--- src/rtl/bitonic_sort_pipe.sv ---
// Pipelined bitonic sorter: one register rank per compare-exchange stage, global stall on output backpressure.
// Define BSORT_IDX_EN to carry each element's original input position through the network onto out_idx.
module bitonic_sort_pipe #(
  parameter int N = 8,
  parameter int W = 8
) (
  input  logic           clk,
  input  logic           rst_n,
  input  logic           in_valid,
  output logic           in_ready,
  input  logic           in_dir,
  input  logic [N*W-1:0] in_data,
  output logic           out_valid,
  input  logic           out_ready,
  output logic [N*W-1:0] out_data
`ifdef BSORT_IDX_EN
  ,
  output logic [N*$clog2(N)-1:0] out_idx
`endif
);
  localparam int L = $clog2(N);
  localparam int S = L * (L + 1) / 2;

  logic         w_adv;
  logic         w_dir_in   [S];
  logic [W-1:0] w_in_data  [S][N];
  logic [W-1:0] w_out_data [S][N];
  logic [W-1:0] r_data     [S][N];
  logic         r_valid    [S];
`ifdef BSORT_IDX_EN
  logic [L-1:0] w_in_tag   [S][N];
  logic [L-1:0] w_out_tag  [S][N];
  logic [L-1:0] r_tag      [S][N];
`endif

  genvar gs, gp, gt, gi;

  assign w_adv     = !out_valid || out_ready;
  assign in_ready  = w_adv;
  assign out_valid = r_valid[S-1];

  for (gs = 0; gs < S; gs++) begin : g_stage_in
    for (gi = 0; gi < N; gi++) begin : g_el
      if (gs == 0) begin : g_first
        assign w_in_data[gs][gi] = in_data[gi*W +: W];
`ifdef BSORT_IDX_EN
        assign w_in_tag[gs][gi] = L'(gi);
`endif
      end else begin : g_rank
        assign w_in_data[gs][gi] = r_data[gs-1][gi];
`ifdef BSORT_IDX_EN
        assign w_in_tag[gs][gi] = r_tag[gs-1][gi];
`endif
      end
    end
  end

  // The last rank's direction feeds nothing, so only S-1 direction registers exist.
  assign w_dir_in[0] = in_dir;
  if (S > 1) begin : g_dir
    logic r_dir [S-1];
    always_ff @(posedge clk or negedge rst_n) begin
      if (!rst_n) begin
        for (int s = 0; s < S - 1; s++) r_dir[s] <= 1'b0;
      end else if (w_adv) begin
        for (int s = 0; s < S - 1; s++) r_dir[s] <= w_dir_in[s];
      end
    end
    for (gs = 1; gs < S; gs++) begin : g_link
      assign w_dir_in[gs] = r_dir[gs-1];
    end
  end

  // Phase gp merges blocks of K = 2^gp; below the final phase, odd blocks sort up and even blocks down.
  for (gp = 1; gp <= L; gp++) begin : g_phase
    for (gt = 0; gt < gp; gt++) begin : g_step
      localparam int SI = gp * (gp - 1) / 2 + gt;
      localparam int K  = 1 << gp;
      localparam int J  = 1 << (gp - 1 - gt);
      for (gi = 0; gi < N; gi++) begin : g_cx
        if ((gi & J) == 0) begin : g_pair
          localparam bit BLK_ASC = (K == N) ? 1'b1 : ((gi & K) != 0);
          logic w_asc;
          logic w_swap;
          assign w_asc  = BLK_ASC ^ w_dir_in[SI];
          assign w_swap = w_asc ? (w_in_data[SI][gi] > w_in_data[SI][gi+J])
                                : (w_in_data[SI][gi] < w_in_data[SI][gi+J]);
          assign w_out_data[SI][gi]   = w_swap ? w_in_data[SI][gi+J] : w_in_data[SI][gi];
          assign w_out_data[SI][gi+J] = w_swap ? w_in_data[SI][gi]   : w_in_data[SI][gi+J];
`ifdef BSORT_IDX_EN
          assign w_out_tag[SI][gi]   = w_swap ? w_in_tag[SI][gi+J] : w_in_tag[SI][gi];
          assign w_out_tag[SI][gi+J] = w_swap ? w_in_tag[SI][gi]   : w_in_tag[SI][gi+J];
`endif
        end
      end
    end
  end

  always_ff @(posedge clk or negedge rst_n) begin
    if (!rst_n) begin
      for (int s = 0; s < S; s++) begin
        r_valid[s] <= 1'b0;
        for (int i = 0; i < N; i++) r_data[s][i] <= '0;
      end
    end else if (w_adv) begin
      r_valid[0] <= in_valid;
      for (int s = 1; s < S; s++) r_valid[s] <= r_valid[s-1];
      for (int s = 0; s < S; s++) begin
        for (int i = 0; i < N; i++) r_data[s][i] <= w_out_data[s][i];
      end
    end
  end

`ifdef BSORT_IDX_EN
  always_ff @(posedge clk or negedge rst_n) begin
    if (!rst_n) begin
      for (int s = 0; s < S; s++) begin
        for (int i = 0; i < N; i++) r_tag[s][i] <= '0;
      end
    end else if (w_adv) begin
      for (int s = 0; s < S; s++) begin
        for (int i = 0; i < N; i++) r_tag[s][i] <= w_out_tag[s][i];
      end
    end
  end

  for (gi = 0; gi < N; gi++) begin : g_out_idx
    assign out_idx[gi*L +: L] = r_tag[S-1][gi];
  end
`endif

  for (gi = 0; gi < N; gi++) begin : g_out_data
    assign out_data[gi*W +: W] = r_data[S-1][gi];
  end

endmodule

--- config.mk ---
export PLATFORM = sky130hd
export DESIGN_NAME = bitonic_sort_pipe
export DESIGN_NICKNAME = d
export VERILOG_FILES = /design/src/rtl/bitonic_sort_pipe.sv
export SDC_FILE = /design/constraint.sdc
export NUM_CORES = 1
export LEC_CHECK = 0
export BUFFER_PORTS_ARGS = -buffer_cell sky130_fd_sc_hd__buf_2
export CORE_MARGIN = 10
export CORE_UTILIZATION = 45
export CTS_BUF_LIST = sky130_fd_sc_hd__clkbuf_16
export CTS_CLUSTER_SIZE = 16
export DETAILED_ROUTE_END_ITERATION = 16
export GPL_ROUTABILITY_DRIVEN = 0
export GPL_TIMING_DRIVEN = 0
export HOLD_SLACK_MARGIN = 0.12
export PLACE_DENSITY_LB_ADDON = 0.12
export REMOVE_ABC_BUFFERS = 1
export SLEW_MARGIN = 25
export SYNTH_ARGS = -nofsm -noshare
export SYNTH_HDL_FRONTEND = slang
export SYNTH_SLANG_ARGS = --single-unit
--- constraint.sdc ---
create_clock -name clk -period 2.41 [get_ports clk]
set_input_delay 0.241 -clock clk [delete_from_list [all_inputs] [get_ports clk]]
set_output_delay 0.241 -clock clk [all_outputs]
set_load 0.005 [all_outputs]
# Word-level counts from Yosys, hierarchy flattened
# Cells that the tools add are included.
[op_classes] reduce_logical=2 n_mux=72 order_cmp=48
[op_table] op="8-bit 2-to-1 mux" n=48
[op_table] op="8-bit > comparator" n=24
[op_table] op="8-bit < comparator" n=24
[op_table] op="1-bit 2-to-1 mux" n=24
[op_table] op="1-bit logical NOT" n=1
[op_table] op="1-bit logical OR" n=1
[word_totals] inputBits=69 ff_bits=395 output_inout_bits=66 word_cells=181

# Logic depth before layout (Yosys ltp)
# Gate-level depths: netlist (run 1).
[depth] word_depth=3 mapped_depth=8 mapped_depth_nobuf=7

# Worst setup path before layout (run 1)
# OpenSTA, ideal clock, no wires.
[synth_timing] path_type="register -> register" start="register r_data[223] (netlist name)" end="register r_data[158] (netlist name)" arrival_ns=1.883 path_slack_ns=0.448 stages_incl_launch_ff=9 synth_period_minus_slack_ns=1.962 t_required_ns=2.331 n_path_buf=1 cell_sequence="dfrtp_1 > inv_1 > ha_1 > and3_4 > a221oi_2 > nor2_1 > a311oi_1 > buf_4 > mux2i_1"
[synth_between] elab_chain_cells=3 word_cells_on_any_way=4 cone_classes="order compare (2); mux (2)"
[synth_lines] element="8-bit > comparator / 8-bit < comparator (equally long branches)" line_no="86, 87"
[synth_lines] element="1-bit 2-to-1 mux (*)" line_no="86" source="assign w_swap = w_asc ? (w_in_data[SI][gi] > w_in_data[SI][gi+J])"
[synth_lines] element="8-bit 2-to-1 mux (*)" line_no="89" source="assign w_out_data[SI][gi+J] = w_swap ? w_in_data[SI][gi] : w_in_data[SI][gi+J];"
# Every way passes the cells marked *; elsewhere a longest branch is shown, timed or not.
# A chain may end at the register's enable or synchronous reset.

# Worst setup path in the final report (run 1)
[layout_timing] start="register r_data[223] (netlist name)" end="register r_data[184] (netlist name)"
[layout_between] elab_chain_cells=3 word_cells_on_any_way=4 cone_classes="order compare (2); mux (2)"
[layout_lines] element="8-bit > comparator / 8-bit < comparator (equally long branches)" line_no="86, 87"
[layout_lines] element="1-bit 2-to-1 mux (*)" line_no="86"
[layout_lines] element="8-bit 2-to-1 mux (*)" line_no="88" source="assign w_out_data[SI][gi] = w_swap ? w_in_data[SI][gi+J] : w_in_data[SI][gi];"
# Marks and branches as above.

==> results of run 1 <==
-- kinds of logic after synthesis --
group / synth area share (%)
mux: 14.4
fa+ha+maj: 9.02
compound gates: 21.3
simple gates: 10.4
buf+inv: 7.72
flops: 37.1
-- area by class of cell --
type | instances | area, um2 | area share, %
inverters | 205 | 777 | 2.52
well taps | 773 | 967 | 3.13
clock buffers | 49 | 1230 | 3.97
clock inverters | 27 | 131 | 0.426
multi-input cells | 2121 | 15100 | 48.8
flip-flops and latches | 395 | 9890 | 32.0
repair buffers | 283 | 2810 | 9.10
-- worst paths after layout --
path                                                                               to                    start  depth (start not counted)
worst max-delay path                                          r_data[184]$_DFFE_PN0P_  r_data[223]$_DFFE_PN0P_                          8
worst min register to register                                 r_valid[1]$_DFFE_PN0P_   r_valid[1]$_DFFE_PN0P_                          2
worst min-delay path                                          r_data[363]$_DFFE_PN0P_              in_data[27]                          5
worst max register to register                                r_data[184]$_DFFE_PN0P_  r_data[223]$_DFFE_PN0P_                          8
min in group asynchronous                                    out_data[13]$_DFFE_PN0P_                    rst_n                          2
max in group asynchronous       g_phase[2].g_step[1].g_cx[0].g_pair.w_asc$_DFFE_PN0P_                    rst_n                          5
-- metal layers --
layer	vias up	GRT usage, %
met1	11000	26.2
met5	-	0
met3	152	3.15
met2	435	37.1
li1	10700	-
met4	0	8.59
-- per-stage QoR --
stage	power, mW	util [%]	hold WS (ps)	setup TNS, ps
after detailed placement	41.4	47.9	242	-57080
after global placement	30.9	45.9	443	-
after global routing	54.1	52.5	200	-15.4
final	50.1	52.5	160	0
after CTS	49.0	51.7	130	0
after floorplan	26.7	-	-54.6	-
-- registers in the layout (all words and copies together), names as in the netlist --
signal / count
out_valid: 1
g_dir.r_dir: 3
r_data: 320
g_phase.g_step.g_cx.g_pair.w_asc: 2
out_data: 64
r_valid: 5
-- power breakdown --
part / switching (mW) / internal, mW / total (mW)
sequential: 3.60 / 9.95 / 13.6
combinational: 16.2 / 13.8 / 30.0
clock: 2.86 / 3.71 / 6.58
total: 22.6 / 27.5 / 50.1
-- timing repair --
item,CTS,global route
endpoints found under the hold margin,142,0
buffers inserted,10,20
hold buffers,65,0
setup endpoints to repair,237,239
resized for setup,13,39
pin swaps,8,15
cloned,6,5
-- layout by cell type (no fill, tap or decap), drive strengths merged --
cell and instances:
a311oi 7, clkinv 13, a41oi 6, a311o 7, a21oi 826, bufinv 1
nor2 210, nand2 42, o21ai 29, a21o 25, o311a 6, a211o 17
dlygate4sd3 65, nand2b 7, nor2b 26, a221oi 7, o211ai 30, o211a 11
a211oi 29, clkbuf 54, bufbuf 5, and3 7, o311ai 6, and2 192
inv 218, mux2i 384, nand3 7, buf 208, nand4 48, dfrtp 395
ha 192
-- worst max-delay path: stages (launching register included) --
cell and delay (ps):
dfrtp_1 400, inv_2 100, ha_1 380, and3_4 230
a221oi_4 300, nor2_1 150, a311oi_4 310, buf_12 180
mux2i_1 230
==> summary.md, run 1 <==
| Metric | Value |
|---|---|
| GRT overflow | 0 |
| Syn Std Cell Area | 26600 um2 |
| Final Non-Filler Cells | ~3900 |
| Mapped Avg Cell Area | ~9 um2 |
| Hold crit path type | input pin to register |
| Wl on met1 | roughly 33000 um |
| Setup crit start kind | register |
| Clk slew on worst S/H paths | around 60 ps |
| Placed Area | approximately 28000 um2 |
| Post-DP HPWL | between 50000 and 60000 um |
| Layout cells sized above 1 | between 10% and 20% |
| Register bit total from synthesis | 395 |
| Diodes inserted | 0 |
| Seq/Total Area, Yosys | 37.1% |
| Cells after synthesis | around 3000 |
| Number of global-route vias before repair | about 22000 |
| GR Util All Layers | 21.4% |
| First-pass DRT Iterations | 5 |
| R2R Setup Slk | around 29 ps |
| # IOs | approximately 140 |
| # fillers | about 5400 |
| Max Cap Viol | 0 |
| Placed cells | between 3000 and 4000 |
| Die Wd | between 200 and 300 um |
| Root Driver | clkbuf_16 |
| Pre-CTS setup slack | -560 ps |
| Slew Viols, Final | 0 |
| F_max | around 420 MHz |
| Power per cell area | 1620 nW/um2 |
| # DRC | 0 |
| Die height | ~260 um |
| CP Max Fanout | 9 |
| Async S/R FF share, synth | 100% |
| # clock sinks | roughly 400 |
| Initial antenna violation count | 1 |
| Pleak | 14.6 nW |
| PnR worst setup slack | between 20 and 30 ps |
| Crit path DAT | between 2000 and 3000 ps |
| Die area | roughly 70000 um2 |
| ANT nets after route | 0 |
| Total Wirelength | between 70000 and 80000 um |
| Post-synth top cells | a21oi_1, dfrtp_1, mux2i_1 |
| Post-synth EDFFs | 0 |
| Status | complete, no violations |
| Worst skew pair latency | roughly 590 ps |
| CTS buffer count | 47 |
| Yosys top cell area share | ~37% |
| Final Cell Area | between 30000 and 40000 um2 |
| Period utilisation layout | a little over nine tenths |
| Max-slew headroom | around half |
| Top cells by area, synth | dfrtp_1, a21oi_1, mux2i_1 |
| # rows | a little under 90 |
| Routed len/inst | between 20 and 25 um |
| Vias post-DR | 22200 |
| Synth cell types | 32 |
| Crit. End Element | register |
| Critical Setup Path Class | register to register |
| Post-Route Skew | roughly 10 ps |
| Top-count cell post-synth | a21oi_1 |
| YS warnings | 0 |
| Initial DRC Count | ~1300 |
| Core area | just under 60000 um2 |
| Worst VDD drop | between 0.7 and 0.8 mV |
| DR vias/cell | between 5 and 6 |
| Htree depth | 2 |
| Global-route wire length before repair | about 120000 um |
| DR top layer | met4 |
| Final setup fails | 0 |
| Top FF cell, synth | dfrtp_1 |
| Port buffer count | 134 |
| Final hold vios | 0 |
| Min cycle time layout | about 2400 ps |
| Largest net degree at the start of global routing | between 90 and 100 |
| CTS max path bufs | 3 |
| Area grow syn2layout | 15.9% |
| Nets@finish | between 3000 and 4000 |
| DR WL met2 | 37900 um |
| Worst slew pin tran | 772 ps |
| Worst EP required | roughly 2900 ps |
| Met3 wire length | roughly 3100 um |
| Initial Util | 45.3% |
| CTS tree | yes |
| Synth area leader | dfrtp_1 |
(Power assumes the default switching activity.)
==> inputs of run 2 (changes only) <==
--- a/config.mk
+++ b/config.mk
@@ -6,6 +6,7 @@
 export NUM_CORES = 1
 export LEC_CHECK = 0
 export BUFFER_PORTS_ARGS = -buffer_cell sky130_fd_sc_hd__buf_2
+export CAP_MARGIN = 20
 export CORE_MARGIN = 10
 export CORE_UTILIZATION = 45
 export CTS_BUF_LIST = sky130_fd_sc_hd__clkbuf_16
==> constraint.sdc (replaced) <==
create_clock -name clk -period 2.41 [get_ports clk]
set_input_delay 0.6025 -clock clk [delete_from_list [all_inputs] [get_ports clk]]
set_output_delay 0.6025 -clock clk [all_outputs]
set_load 0.005 [all_outputs]
==> run 2 against run 1 <==
Net effect: the run now ends with setup timing left; clock skew increased by 1.6 ps; final area decreased by 1.7%; via count decreased by 0.76%; first-iteration DRC count increased by 4.1%; setup slack got worse by 53 ps; hold slack improved by 54 ps; combinational power about the same; die area unchanged; largest cell class unchanged; highest routed layer unchanged.
==> summary.md, run 2 (synthesis gave the netlist of run 1 again) <==
| Metric | Value |
|---|---|
| Status | complete, but fails checks |
| Failing checks | setup timing |
| Worst skew pair latency | between 500 and 600 ps |
| GRT busiest layer | met2 |
| GRT overflow | 0 |
| Global-route wire length before repair | between 100000 and 150000 um |
| Final hold vios | 0 |
| Die area | 69300 um2 |
| Final core occ | between 50% and 60% |
| Commonest non-fill, non-tap cells in the layout | a21oi_1, dfrtp_1, mux2i_1 |
| # clock sinks | between 300 and 400 |
| Crit. End Element | output port |
| Largest net degree at the start of global routing | just over 90 |
| Post-DP HPWL | about 55000 um |
| RSZ-0062 raised after global routing | true |
| Placed cells | between 3000 and 4000 |
| Die height | ~260 um |
| Die Wd | between 200 and 300 um |
| Final setup fails | 1 |
| PnR worst setup slack | -24.1 ps |
| Critical Setup Path Class | register to output port |
| Max Cap Viol | 0 |
| # DRC | 0 |
| Multi-input logic area | approximately 15000 um2 |
| Port buffer count | 134 |
| # fillers | 5458 |
| Most flop-heavy register | r_data |
| Period utilisation layout | 101% |
| # rows | 89 |
| F_max | between 400 and 500 MHz |
| Root Driver | clkbuf_16 |
| Core area | ~60000 um2 |
| First-pass DRT Iterations | 5 |
| Routing usage on met1 | 26.4% |
| Worst EP required | 1810 ps |
| Gate power share | 59.4% |
| Crit path DAT | between 1500 and 2000 ps |
| CTS max path bufs | 3 |
| FF+latch area | approximately 9900 um2 |
| ANT nets after route | 0 |
| Setup TNS | -24.1 ps |
| Htree depth | 2 |
| GR Util All Layers | 21.3% |
| Post-Route Skew | around 12 ps |
| Initial antenna violation count | 1 |
| Slew Viols, Final | 0 |
| Max FFs per register | 320 |
| CP Max Fanout | 26 |
| Routed len/inst | around 20 um |
| P_int | roughly 28 mW |
| Sequential share of power | a little over a quarter |
| Final Non-Filler Cells | between 3000 and 4000 |
| Met3 global-route usage | 3.06% |
| Pleak | between 10 and 15 nW |
| Number of global-route vias before repair | 22300 |
| Total Wirelength | between 70000 and 80000 um |
| P_sw | about 23 mW |
| Min cycle time layout | roughly 2400 ps |
| CTS buffer count | 47 |
| Initial Util | 45.3% |
| Hold crit path type | input pin to register |
| Area grow syn2layout | 14.0% |
| DR vias/cell | about 5.8 |
| # IOs | around 140 |
| Met2 Usage GRT | 36.6% |
| Power per cell area | between 1500 and 2000 nW/um2 |
| Setup crit start kind | register |
| Nets@finish | roughly 3200 |
| Layout cells sized above 1 | 11.2% |
| Worst VDD drop | about 0.8 mV |
| Initial DRC Count | roughly 1400 |
| Worst slew pin tran | a little under 800 ps |
| Clock power frac | 13.6% |
| Max-slew headroom | 47.6% |
| Clk slew on worst S/H paths | around 60 ps |
| Vias post-DR | around 22000 |
| Commonest non-fill, non-tap cell in the layout | a21oi_1 |
| CTS tree | yes |
| Sw frac | a little under half |
[run 2: cell types whose count changed in the layout (fill, tap and decap cells not counted), sizes merged]
cell / previous run / this run
clkinv: 13 / 19
diode: 0 / 1
bufinv: 1 / 3
inv: 218 / 214
buf: 208 / 200
dlygate4sd3: 65 / 1
bufbuf: 5 / 7
clkbuf: 54 / 57
[run 2: routing by layer]
| metal | part of all wire [%] | wire length [um] |
|---|---|---|
| met3 | 3.8 | 2900 |
| met2 | 49 | 37500 |
| met5 | 0 | 0 |
| met1 | 44 | 33600 |
| met4 | 4.0 | 3080 |
[run 2: final cells by class]
type                    instances  area share, %
multi-input cells            2121           49.6
repair buffers                216           7.34
well taps                     773           3.19
clock buffers                  49           4.04
inverters                     205           2.59
diodes                          1        0.00825
flip-flops and latches        395           32.6
clock inverters                31          0.672
[run 2: timing repair]
| item | in CTS | in global routing |
|---|---|---|
| hold buffers | 1 | 0 |
| gates resized for setup | 17 | 32 |
| pin swaps | 8 | 16 |
| buffers inserted | 9 | 15 |
| gates cloned | 8 | 8 |
| endpoints found under the setup margin | 236 | 321 |
| hold endpoints to repair | 64 | 0 |
[run 2: path summary, 6_finish.rpt]
check / start / end / slack, ps / cells after the start
max: out_valid$_DFFE_PN0P_ / in_ready / -20 / 5
min: in_valid / r_valid[5]$_DFFE_PN0P_ / 210 / 3
max reg2reg: out_valid$_DFFE_PN0P_ / r_data[247]$_DFFE_PN0P_ / 80 / 10
min reg2reg: r_valid[1]$_DFFE_PN0P_ / r_valid[1]$_DFFE_PN0P_ / 460 / 2
max in group asynchronous: rst_n / r_data[218]$_DFFE_PN0P_ / 410 / 5
min in group asynchronous: rst_n / out_data[3]$_DFFE_PN0P_ / 530 / 2
[run 2: worst max-delay path: stages (launching register included)]
cell	delay [ps]
dfrtp_1	410
nor2b_4	160
clkbuf_16	180
inv_16	160
buf_16	190
buf_6	110
[run 2: power by group through the flow]
stage	Combinational (mW)	Clock [mW]	Sequential [mW]
2_1_floorplan	15.4	0	11.3
4_1_cts	29.0	7.00	13.5
3_5_place_dp	27.8	0	13.6
3_3_place_gp	18.6	0	12.3
5_1_grt	33.0	7.28	13.9
6_report	29.9	6.87	13.6
[run 2: per-stage QoR]
| stage | setup WS (ps) | power [mW] | instance area (um2) | hold slack, ps |
|---|---|---|---|---|
| 6_report | -24.1 | 50.3 | 30300 | 214 |
| 2_1_floorplan | -47250 | 26.7 | 25300 | 307 |
| 3_3_place_gp | -79560 | 30.9 | 27000 | 445 |
| 5_1_grt | -73.3 | 54.2 | 30300 | 245 |
| 4_1_cts | -174 | 49.4 | 30000 | 193 |
| 3_5_place_dp | -933 | 41.4 | 28200 | 453 |
